$ cat src/rtl/axis_cpu_defs.sv
// Shared definitions for the axis_cpu input-side blocks.
//   AXIS_CPU_RR_W(n) : width of a source index for n sources (minimum 1 bit)
//   arb_state_e      : packet arbiter FSM encoding
`ifndef AXIS_CPU_DEFS_SV
`define AXIS_CPU_DEFS_SV
`define AXIS_CPU_RR_W(n) (((n) > 1) ? $clog2(n) : 1)
`endif

package axis_cpu_defs;

  typedef enum logic {
    ARB_IDLE   = 1'b0,
    ARB_LOCKED = 1'b1
  } arb_state_e;

endpackage

$ cat src/rtl/axis_skid2.sv
// Two-entry in-order skid buffer for an AXI-Stream style channel.
// Ports:
//   clk, rst (async, active-low)
//   in_data/in_vld/in_rdy    : upstream side, in_rdy comes straight from a flop
//   out_data/out_vld/out_rdy : downstream side, out_data/out_vld come from flops
// Handshake: a beat transfers on a rising edge where vld and rdy are both high;
// a holder of vld keeps data stable until rdy. out_rdy never reaches in_rdy
// combinationally.
module axis_skid2 #(
  parameter int WIDTH = 35
) (
  input  logic             clk,
  input  logic             rst,
  input  logic [WIDTH-1:0] in_data,
  input  logic             in_vld,
  output logic             in_rdy,
  output logic [WIDTH-1:0] out_data,
  output logic             out_vld,
  input  logic             out_rdy
);

  logic [1:0]       cnt_q, cnt_d;
  logic [WIDTH-1:0] head_q, head_d;
  logic [WIDTH-1:0] tail_q, tail_d;
  logic             rdy_q;
  logic             push, pop;

  assign in_rdy   = rdy_q;
  assign out_vld  = (cnt_q != 2'd0);
  assign out_data = head_q;
  assign push     = in_vld & rdy_q;
  assign pop      = out_vld & out_rdy;

  // head_q is always the oldest beat; tail_q only holds the second one.
  always_comb begin
    cnt_d  = cnt_q;
    head_d = head_q;
    tail_d = tail_q;
    case (cnt_q)
      2'd0: begin
        if (push) begin
          head_d = in_data;
          cnt_d  = 2'd1;
        end
      end
      2'd1: begin
        if (push && pop) begin
          head_d = in_data;
        end else if (push) begin
          tail_d = in_data;
          cnt_d  = 2'd2;
        end else if (pop) begin
          cnt_d  = 2'd0;
        end
      end
      2'd2: begin
        // push is impossible here because rdy_q is low when full
        if (pop) begin
          head_d = tail_q;
          cnt_d  = 2'd1;
        end
      end
      default: cnt_d = 2'd0;
    endcase
  end

  always_ff @(posedge clk or negedge rst) begin
    if (!rst) begin
      cnt_q  <= 2'd0;
      head_q <= '0;
      tail_q <= '0;
      rdy_q  <= 1'b1;
    end else begin
      cnt_q  <= cnt_d;
      head_q <= head_d;
      tail_q <= tail_d;
      rdy_q  <= (cnt_d != 2'd2);
    end
  end

endmodule

$ cat src/rtl/axis_cpu_din_arbiter.sv
// Round-robin packet arbiter feeding the din stream of an axis_cpu.
// A source keeps the CPU input from grant until its TLAST beat is accepted.
// Ports:
//   clk, rst (async, active-low)
//   src_en                      : per-source enable, only looked at in IDLE
//   s_TDATA/s_TVALID/s_TLAST    : upstream streams, source i at slice i
//   s_TREADY                    : upstream readies, at most one bit high
//   din_TDATA/TLAST/TID/TVALID  : registered output to the CPU
//   din_TREADY                  : from the CPU
//   busy                        : FSM state (1 = LOCKED)
//   grant                       : current or most recent granted source
// Handshake: a beat transfers on a rising edge where TVALID and TREADY are
// both high; TVALID never waits on TREADY and payload is held while stalled.
module axis_cpu_din_arbiter
  import axis_cpu_defs::*;
#(
  parameter int N_SRC      = 4,
  parameter int DATA_WIDTH = 32,
  parameter int ID_WIDTH   = `AXIS_CPU_RR_W(N_SRC)
) (
  input  logic                        clk,
  input  logic                        rst,
  input  logic [N_SRC-1:0]            src_en,
  input  logic [N_SRC*DATA_WIDTH-1:0] s_TDATA,
  input  logic [N_SRC-1:0]            s_TVALID,
  input  logic [N_SRC-1:0]            s_TLAST,
  output logic [N_SRC-1:0]            s_TREADY,
  output logic [DATA_WIDTH-1:0]       din_TDATA,
  output logic                        din_TLAST,
  output logic [ID_WIDTH-1:0]         din_TID,
  output logic                        din_TVALID,
  input  logic                        din_TREADY,
  output logic                        busy,
  output logic [ID_WIDTH-1:0]         grant
);

  localparam int SKW = DATA_WIDTH + 1 + ID_WIDTH;

  arb_state_e            state_q, state_d;
  logic [ID_WIDTH-1:0]   grant_q, grant_d;
  logic [ID_WIDTH-1:0]   last_grant_q, last_grant_d;
  logic [N_SRC-1:0]      req;
  logic                  cur_valid, cur_last;
  logic [DATA_WIDTH-1:0] cur_data;
  logic                  skid_in_vld, skid_in_rdy;
  logic [SKW-1:0]        skid_in_data, skid_out_data;

  // Rotate so the bit after 'last' sits at position 0, take the lowest set
  // bit, then rotate the index back.
  function automatic logic [ID_WIDTH-1:0] rr_pick(input logic [N_SRC-1:0]    rq,
                                                  input logic [ID_WIDTH-1:0] last);
    logic [2*N_SRC-1:0] dbl;
    logic [N_SRC-1:0]   rot;
    int                 start;
    int                 idx;
    start = (int'(last) + 1) % N_SRC;
    dbl   = {rq, rq};
    rot   = N_SRC'(dbl >> start);
    idx   = 0;
    for (int i = N_SRC - 1; i >= 0; i--) begin
      if (rot[i]) idx = i;
    end
    return ID_WIDTH'((start + idx) % N_SRC);
  endfunction

  assign req = s_TVALID & src_en;

  // Mux the granted source onto the skid input.
  always_comb begin
    cur_valid = 1'b0;
    cur_last  = 1'b0;
    cur_data  = '0;
    for (int i = 0; i < N_SRC; i++) begin
      if (grant_q == ID_WIDTH'(i)) begin
        cur_valid = s_TVALID[i];
        cur_last  = s_TLAST[i];
        cur_data  = s_TDATA[i*DATA_WIDTH +: DATA_WIDTH];
      end
    end
  end

  always_comb begin
    state_d      = state_q;
    grant_d      = grant_q;
    last_grant_d = last_grant_q;
    s_TREADY     = '0;
    skid_in_vld  = 1'b0;
    case (state_q)
      ARB_IDLE: begin
        if (|req) begin
          grant_d      = rr_pick(req, last_grant_q);
          last_grant_d = grant_d;
          state_d      = ARB_LOCKED;
        end
      end
      ARB_LOCKED: begin
        // src_en is ignored here so a started packet always completes
        for (int i = 0; i < N_SRC; i++) begin
          s_TREADY[i] = (grant_q == ID_WIDTH'(i)) && skid_in_rdy;
        end
        skid_in_vld = cur_valid;
        if (cur_valid && skid_in_rdy && cur_last) state_d = ARB_IDLE;
      end
      default: state_d = ARB_IDLE;
    endcase
  end

  always_ff @(posedge clk or negedge rst) begin
    if (!rst) begin
      state_q      <= ARB_IDLE;
      grant_q      <= '0;
      last_grant_q <= ID_WIDTH'(N_SRC - 1);
    end else begin
      state_q      <= state_d;
      grant_q      <= grant_d;
      last_grant_q <= last_grant_d;
    end
  end

  assign skid_in_data = {cur_last, grant_q, cur_data};

  axis_skid2 #(
    .WIDTH(SKW)
  ) u_skid (
    .clk     (clk),
    .rst     (rst),
    .in_data (skid_in_data),
    .in_vld  (skid_in_vld),
    .in_rdy  (skid_in_rdy),
    .out_data(skid_out_data),
    .out_vld (din_TVALID),
    .out_rdy (din_TREADY)
  );

  assign din_TLAST = skid_out_data[SKW-1];
  assign din_TID   = skid_out_data[DATA_WIDTH +: ID_WIDTH];
  assign din_TDATA = skid_out_data[DATA_WIDTH-1:0];
  assign busy      = (state_q == ARB_LOCKED);
  assign grant     = grant_q;

endmodule

$ cat config.mk
export PLATFORM = sky130hd
export DESIGN_NAME = axis_cpu_din_arbiter
export DESIGN_NICKNAME = d
export VERILOG_FILES = /design/src/rtl/axis_cpu_defs.sv /design/src/rtl/axis_skid2.sv /design/src/rtl/axis_cpu_din_arbiter.sv
export SDC_FILE = /design/constraint.sdc
export NUM_CORES = 1
export LEC_CHECK = 0
export ABC_AREA = 1
export BUFFER_PORTS_ARGS = -buffer_cell sky130_fd_sc_hd__buf_2
export CORE_MARGIN = 2
export CORE_UTILIZATION = 48
export DETAILED_ROUTE_END_ITERATION = 6
export GPL_ROUTABILITY_DRIVEN = 0
export PLACE_DENSITY = 0.88
export SYNTH_ARGS = -nofsm -noshare
export SYNTH_HDL_FRONTEND = slang
export SYNTH_SLANG_ARGS = --single-unit
export TNS_END_PERCENT = 5
$ cat constraint.sdc
create_clock -name clk -period 2.5 [get_ports clk]
set_input_delay 0.625 -clock clk [delete_from_list [all_inputs] [get_ports clk]]
set_output_delay 0.625 -clock clk [all_outputs]
set_load 0.02 [all_outputs]
==> results of run 1 <==
layer usage:
layer,routed length [um],up-vias,share of wire,GRT usage
met1,5810,2292,0.43,0.379
met3,1010,29,0.074,0.0418
li1,-,2400,-,-
met2,6520,254,0.48,0.437
met5,0,-,0,0
met4,269,0,0.020,0.105
area by class of cell:
| cell class | count | area (um2) | share of cell area |
|---|---|---|---|
| multi-input cells | 494 | 2220 | 0.396 |
| flip-flops and latches | 78 | 1960 | 0.349 |
| repair buffers | 201 | 1070 | 0.192 |
| well taps | 108 | 135 | 0.0241 |
| clock buffers | 10 | 128 | 0.0228 |
| inverters | 15 | 56.3 | 0.0100 |
| clock inverters | 6 | 38.8 | 0.00692 |
flip-flops by register name, summed over array words and instances, names as in the netlist:
signal,cells
u_skid.out_data,35
u_skid.tail_q,35
grant,2
last_grant_q,2
u_skid.cnt_q,2
busy,1
u_skid.in_rdy,1
critical path, delay by kind of cell (launching register included):
kind,cells,cell delay [ps]
flops,1,620
buf+inv,3,520
simple gates,1,150
worst max path at each step:
stage                                from           to  slack [ps]  depth (start not counted)
after floorplan                  grant[1]  s_TREADY[1]         490                          3
after global placement    last_grant_q[0]     grant[1]         480                         12
after detailed placement  last_grant_q[0]     grant[1]         360                         12
after CTS                        grant[1]  s_TREADY[2]         250                          4
after global routing             grant[1]  s_TREADY[2]         150                          4
final                            grant[1]  s_TREADY[2]         240                          4
power groups by stage:
stage / sequential [mW] / clock (mW) / combinational [mW]
2_1_floorplan: 2.49 / 0 / 2.78
3_3_place_gp: 2.22 / 0 / 4.15
3_5_place_dp: 2.24 / 0 / 4.36
4_1_cts: 2.22 / 0.839 / 4.38
5_1_grt: 2.29 / 0.892 / 4.92
6_report: 2.23 / 0.837 / 4.40
stage by stage:
| stage | setup WS, ps | hold WS, ps | utilization |
|---|---|---|---|
| final | 237 | 249 | 0.637 |
| after global routing | 152 | 285 | 0.637 |
| after CTS | 254 | 269 | 0.637 |
| after detailed placement | 361 | 460 | 0.618 |
| after global placement | 477 | 453 | 0.618 |
| after floorplan | 491 | 329 | - |
logic make-up after synthesis:
logic type,count (synthesis),share of synthesized area
AND/OR/NAND/NOR,390,0.368
AO/OA/AOI/OAI,102,0.129
flip-flops,78,0.443
buffers and inverters,54,0.0553
XOR/XNOR,1,0.00199
adder cells (fa/ha/maj),1,0.00284
layout by cell type (no fill, tap or decap):
cell,n
clkinv_1,1
inv_1,10
clkinv_4,1
nand2_1,286
buf_12,2
o21ai_1,50
dfstp_2,3
ha_1,1
clkbuf_8,9
o21ai_0,27
a21boi_0,20
buf_4,15
nor2_2,3
inv_2,4
or2_2,2
a31oi_1,1
clkinvlp_4,2
nor2_1,10
buf_2,184
xor2_1,1
nand3_1,60
o21a_1,2
nand2_2,3
nand4_1,21
nor3_1,3
dfrtp_1,75
clkbuf_1,1
a21oi_1,2
nor2_4,2
clkinv_2,3
==> impl_metrics.py, run 1 <==
metrics = {
    "cts": {
        "clk_latency_ps": 360,
        "cts_tree": "yes",
        "cts_buffers": 9,
        "holdBufCountCts": 0,
        "cts_resized": 0,
        "clock_sinks": 78,
        "htree_levels": 3,
        "clockBufferDepth": 2,
        "clkTransAtPathRegs_ps": 90,
        "post-cts-setup-buffers": 0,
        "ctsRootBufferMaster": "clkbuf_8",
    },
    "floorplan": {
        "die_area_mm2": 0.00997,
        "start_util": 0.501,
        "core_area_mm2": 0.00881,
        "dieHeight_um": 99.9,
        "die_width_um": 99.9,
        "row_count": 34,
        "pin_count": 186,
    },
    "detailed_routing": {
        "ant_nets": 0,
        "wl_per_cell_um": 14.9,
        "dr_total_vias": 4975,
        "vias_per_cell": 5.46,
        "drcViolationCount": 0,
        "drtPass1Iterations": 5,
        "drt-total-wl_mm": 13.6,
        "first_iter_violations": 343,
    },
    "cells_and_area": {
        "finalNonFillerCells": 912,
        "antenna_cells": 0,
        "syn_to_final_growth_pct": 27.1,
        "drive_above_1_share": 0.290,
        "nNetsFinal": 943,
        "final_area_mm2": 0.00561,
        "fill_cells": 774,
    },
    "logic_synthesis": {
        "synth_most_common_cell": "nand2_1",
        "synth_nets": 770,
        "synth_area_mm2": 0.00441,
        "synth_ff_type": "dfrtp_1",
        "synth.avg_cell_area_um2": 7.05,
        "ys_seq_area_frac": 0.443,
        "ys_types": 26,
        "synthTopCellsByArea": "dfrtp_1 43%, nand2_1 24%, nand3_1 6.8%, o21ai_1 5.7%, a21boi_0 3.4%",
        "yosys-top-cells-count": "286 x nand2_1, 75 x dfrtp_1, 60 x nand3_1",
        "ys_warn_count": 0,
        "async_reset_ff_frac": 1.00,
        "syn_inst": 626,
        "yosys.area.top_type": "dfrtp_1",
        "yosysTopAreaCellShare": 0.426,
        "synth-seq-cells": 78,
        "synth_edf_count": 0,
    },
    "power_and_ir_drop": {
        "power.density_mw_per_mm2": 1330,
        "swShare": 0.510,
        "pwr-share-comb": 0.589,
        "pwr-share-seq": 0.299,
        "p_int_mw": 3.65,
        "power_leakage_nw": 2.99,
        "clockPowerShare": 0.112,
        "max-vdd-ir-drop_uv": 710,
        "finalPower_mw": 7.46,
        "p_switching_mw": 3.81,
    },
    "critical_path": {
        "rrSetupSlack_ps": 310,
        "slowest_stage": "dfrtp_1",
        "rr_worst_depth": 12,
        "criticalPathCategory": "flop to primary output",
        "crit_chain": "buf_4 -> inv_2 -> nor3_1 -> buf_2",
        "timing.rr.start": "last_grant_q[0]",
        "r2r-end": "grant[1]",
        "max_stage_delay_ps": 620,
        "path_max_fanout": 14,
        "cp-start-kind": "flop",
        "endpoint_kind": "primary output",
        "cp.required_ps": 1880,
        "crit_arrival_ps": 1640,
    },
    "sta": {
        "hold_viol_final": 0,
        "min_period_ps": 2260,
        "rsz0062_at_grt": "false",
        "drv_slew": 0,
        "slew_headroom": 0.616,
        "fmax_mhz": 442,
        "tns_ps": 0,
        "setup_viol_count_final": 0,
        "worstMarginPinSlew_ps": 576,
        "fin_crit_sh": 0.905,
        "finClkSkew_ps": 12.8,
    },
    "global_routing": {
        "grt_max_degree": 59,
        "grt_pass1_vias": 4759,
        "grt_util_all_layers": 0.273,
        "grt_pass1_wl_mm": 21.9,
        "antenna_found_initial": 0,
        "grt.overflow.total": 0,
    },
    "placed_design": {
        "port_buffers": 185,
        "dp.cells": 896,
        "post-dp-hpwl_mm": 10.1,
        "placed_cell_area_mm2": 0.00544,
    },
    "job": {
        "maxCapViolCount": 0,
    },
    "status": {
        "outcome": "finished, final reports clean",
    },
    "min_path": {
        "min_path_type": "input pin to async pin",
    },
}
No activity file was read; power rests on OpenSTA's default activity.
==> inputs of run 2 (changes only) <==
--- a/config.mk
+++ b/config.mk
@@ -7,11 +7,11 @@
 export LEC_CHECK = 0
 export ABC_AREA = 1
 export BUFFER_PORTS_ARGS = -buffer_cell sky130_fd_sc_hd__buf_2
-export CORE_MARGIN = 2
 export CORE_UTILIZATION = 48
 export DETAILED_ROUTE_END_ITERATION = 6
 export GPL_ROUTABILITY_DRIVEN = 0
 export PLACE_DENSITY = 0.88
+export SETUP_SLACK_MARGIN = 0.5
 export SYNTH_ARGS = -nofsm -noshare
 export SYNTH_HDL_FRONTEND = slang
 export SYNTH_SLANG_ARGS = --single-unit
==> run 2 against run 1 <==
Effect of this change:
- the run now ends with DRC left
- total power increased by 4.3%
- sequential cell count unchanged
- non-clock buffer count increased by 1
- final cell count increased by 0.33%
- final area increased by 2.3%
- clock power increased by 31%
- combinational power increased by 2%
==> impl_metrics.py, run 2 (synthesis gave the netlist of run 1 again) <==
metrics = {
    "status": {
        "outcome": "finished with violations",
        "violations": "DRC",
    },
    "sta": {
        "fin_crit_sh": 0.820,
        "hold_viol_final": 0,
        "setup_viol_count_final": 0,
        "fmax_mhz": 488,
        "rsz0062_at_grt": "true",
        "finClkSkew_ps": 12.3,
        "min_period_ps": 2050,
        "slew_headroom": 0.631,
        "tns_ps": 0,
        "drv_slew": 0,
        "setup_ws_ps": 451,
        "worstMarginPinSlew_ps": 553,
    },
    "cts": {
        "htree_levels": 3,
        "ctsRootBufferMaster": "clkbuf_8",
        "clkTransAtPathRegs_ps": 100,
        "holdBufCountCts": 0,
        "clock_sinks": 78,
        "clk_latency_ps": 360,
        "cts_buffers": 9,
        "clockBufferDepth": 2,
        "cts_tree": "yes",
    },
    "critical_path": {
        "crit_arrival_ps": 1420,
        "rr_worst_depth": 8,
        "path_max_fanout": 5,
        "endpoint_kind": "primary output",
        "rrSetupSlack_ps": 560,
        "crit_end": "s_TREADY[2]",
        "cp-start-kind": "flop",
        "r2r-end": "u_skid.out_data[20]",
        "timing.rr.start": "grant[1]",
        "startpoint": "u_skid.in_rdy",
        "criticalPathCategory": "flop to primary output",
        "cp.required_ps": 1880,
    },
    "floorplan": {
        "pin_count": 186,
        "core_area_mm2": 0.00881,
        "row_count": 34,
        "dieHeight_um": 97.9,
        "die_width_um": 97.9,
        "start_util": 0.501,
        "die_area_mm2": 0.00958,
    },
    "detailed_routing": {
        "ant_nets": 0,
        "drt-total-wl_mm": 13.0,
        "wl_per_cell_um": 14.2,
        "dr_total_vias": 5026,
        "vias_per_cell": 5.49,
        "drcViolationCount": 24,
        "first_iter_violations": 331,
        "drtPass1Iterations": 7,
    },
    "cells_and_area": {
        "fill_cells": 736,
        "seqCellArea_mm2": 0.00196,
        "syn_to_final_growth_pct": 30.0,
        "layout_common_cells": "280 x nand2_1, 184 x buf_2, 74 x dfrtp_1",
        "layout_commonest_cell": "nand2_1",
        "nNetsFinal": 945,
        "drive_above_1_share": 0.306,
        "final_util": 0.651,
        "multi_input_area_mm2": 0.00225,
    },
    "job": {
        "maxCapViolCount": 0,
    },
    "power_and_ir_drop": {
        "power.density_mw_per_mm2": 1360,
        "power_leakage_nw": 3.03,
        "finalPower_mw": 7.78,
        "max-vdd-ir-drop_uv": 803,
    },
    "min_path": {
        "min_path_type": "input pin to async pin",
    },
    "global_routing": {
        "grt.overflow.total": 0,
        "grt_util_all_layers": 0.272,
        "grt_pass1_wl_mm": 21.0,
        "grt_max_degree": 59,
        "grt_pass1_vias": 4550,
        "antenna_found_initial": 0,
    },
    "placed_design": {
        "port_buffers": 185,
        "post-dp-hpwl_mm": 9.41,
        "post-place-ws_ps": 360,
    },
}
-- run 2: changes by cell type in the layout (fill, tap and decap cells not counted), sizes merged --
cell	delta
buf	+1
diode	+1
bufinv	+2
clkinv	-4
clkbuf	-1
inv	+4
-- run 2: area by class of cell --
cell class                      count  share of cell area
Timing Repair inverter              1             0.00131
Tap cell                          108              0.0236
Clock buffer                        9              0.0216
Sequential cell                    78               0.341
Inverter                           15              0.0109
Clock inverter                      7              0.0179
Antenna cell                        1            0.000436
Multi-Input combinational cell    494               0.392
Timing Repair Buffer              202               0.191
-- run 2: routing by layer --
metal,global-route usage,vias to the layer above,part of all wire
met5,0,-,0
li1,-,2409,-
met1,0.366,2342,0.42
met4,0.120,0,0.023
met2,0.436,246,0.49
met3,0.0401,29,0.073
-- run 2: timing repair --
item                       CTS  global route
hold endpoints to repair     0             0
cloned                       0             1
gates resized for setup      3            11
setup buffers                1             1
pin swaps                    0             4
setup endpoints to repair   25            67
-- run 2: where the power goes --
part | switching [mW] | internal (mW) | total (mW)
logic | 2.97 | 1.49 | 4.47
clock network | 0.517 | 0.579 | 1.10
registers | 0.362 | 1.86 | 2.22
total | 3.85 | 3.93 | 7.78
-- run 2: how the worst min path moves through the flow --
stage / to / slack, ps / depth (start not counted)
5_1_grt: u_skid.out_data[1] / 240 / 1
2_1_floorplan: busy / 330 / 0
3_5_place_dp: u_skid.tail_q[3] / 460 / 2
4_1_cts: u_skid.out_data[1] / 230 / 1
6_report: u_skid.out_data[1] / 210 / 1
3_3_place_gp: u_skid.tail_q[22] / 450 / 2
-- run 2: per-stage QoR --
step                hold slack [ps]  instance area [um2]  instances
CTS                             228                 5680        912
global placement                453                 5440        895
finish                          207                 5730        915
global route                    238                 5730        914
detailed placement              459                 5440        895
floorplan                       329                 4410        626
-- run 2: worst max-delay path: stages, from the launching register on --
cell	delay, ps
dfstp_2	530
nand2_1	130
nor3_1	210
buf_2	200
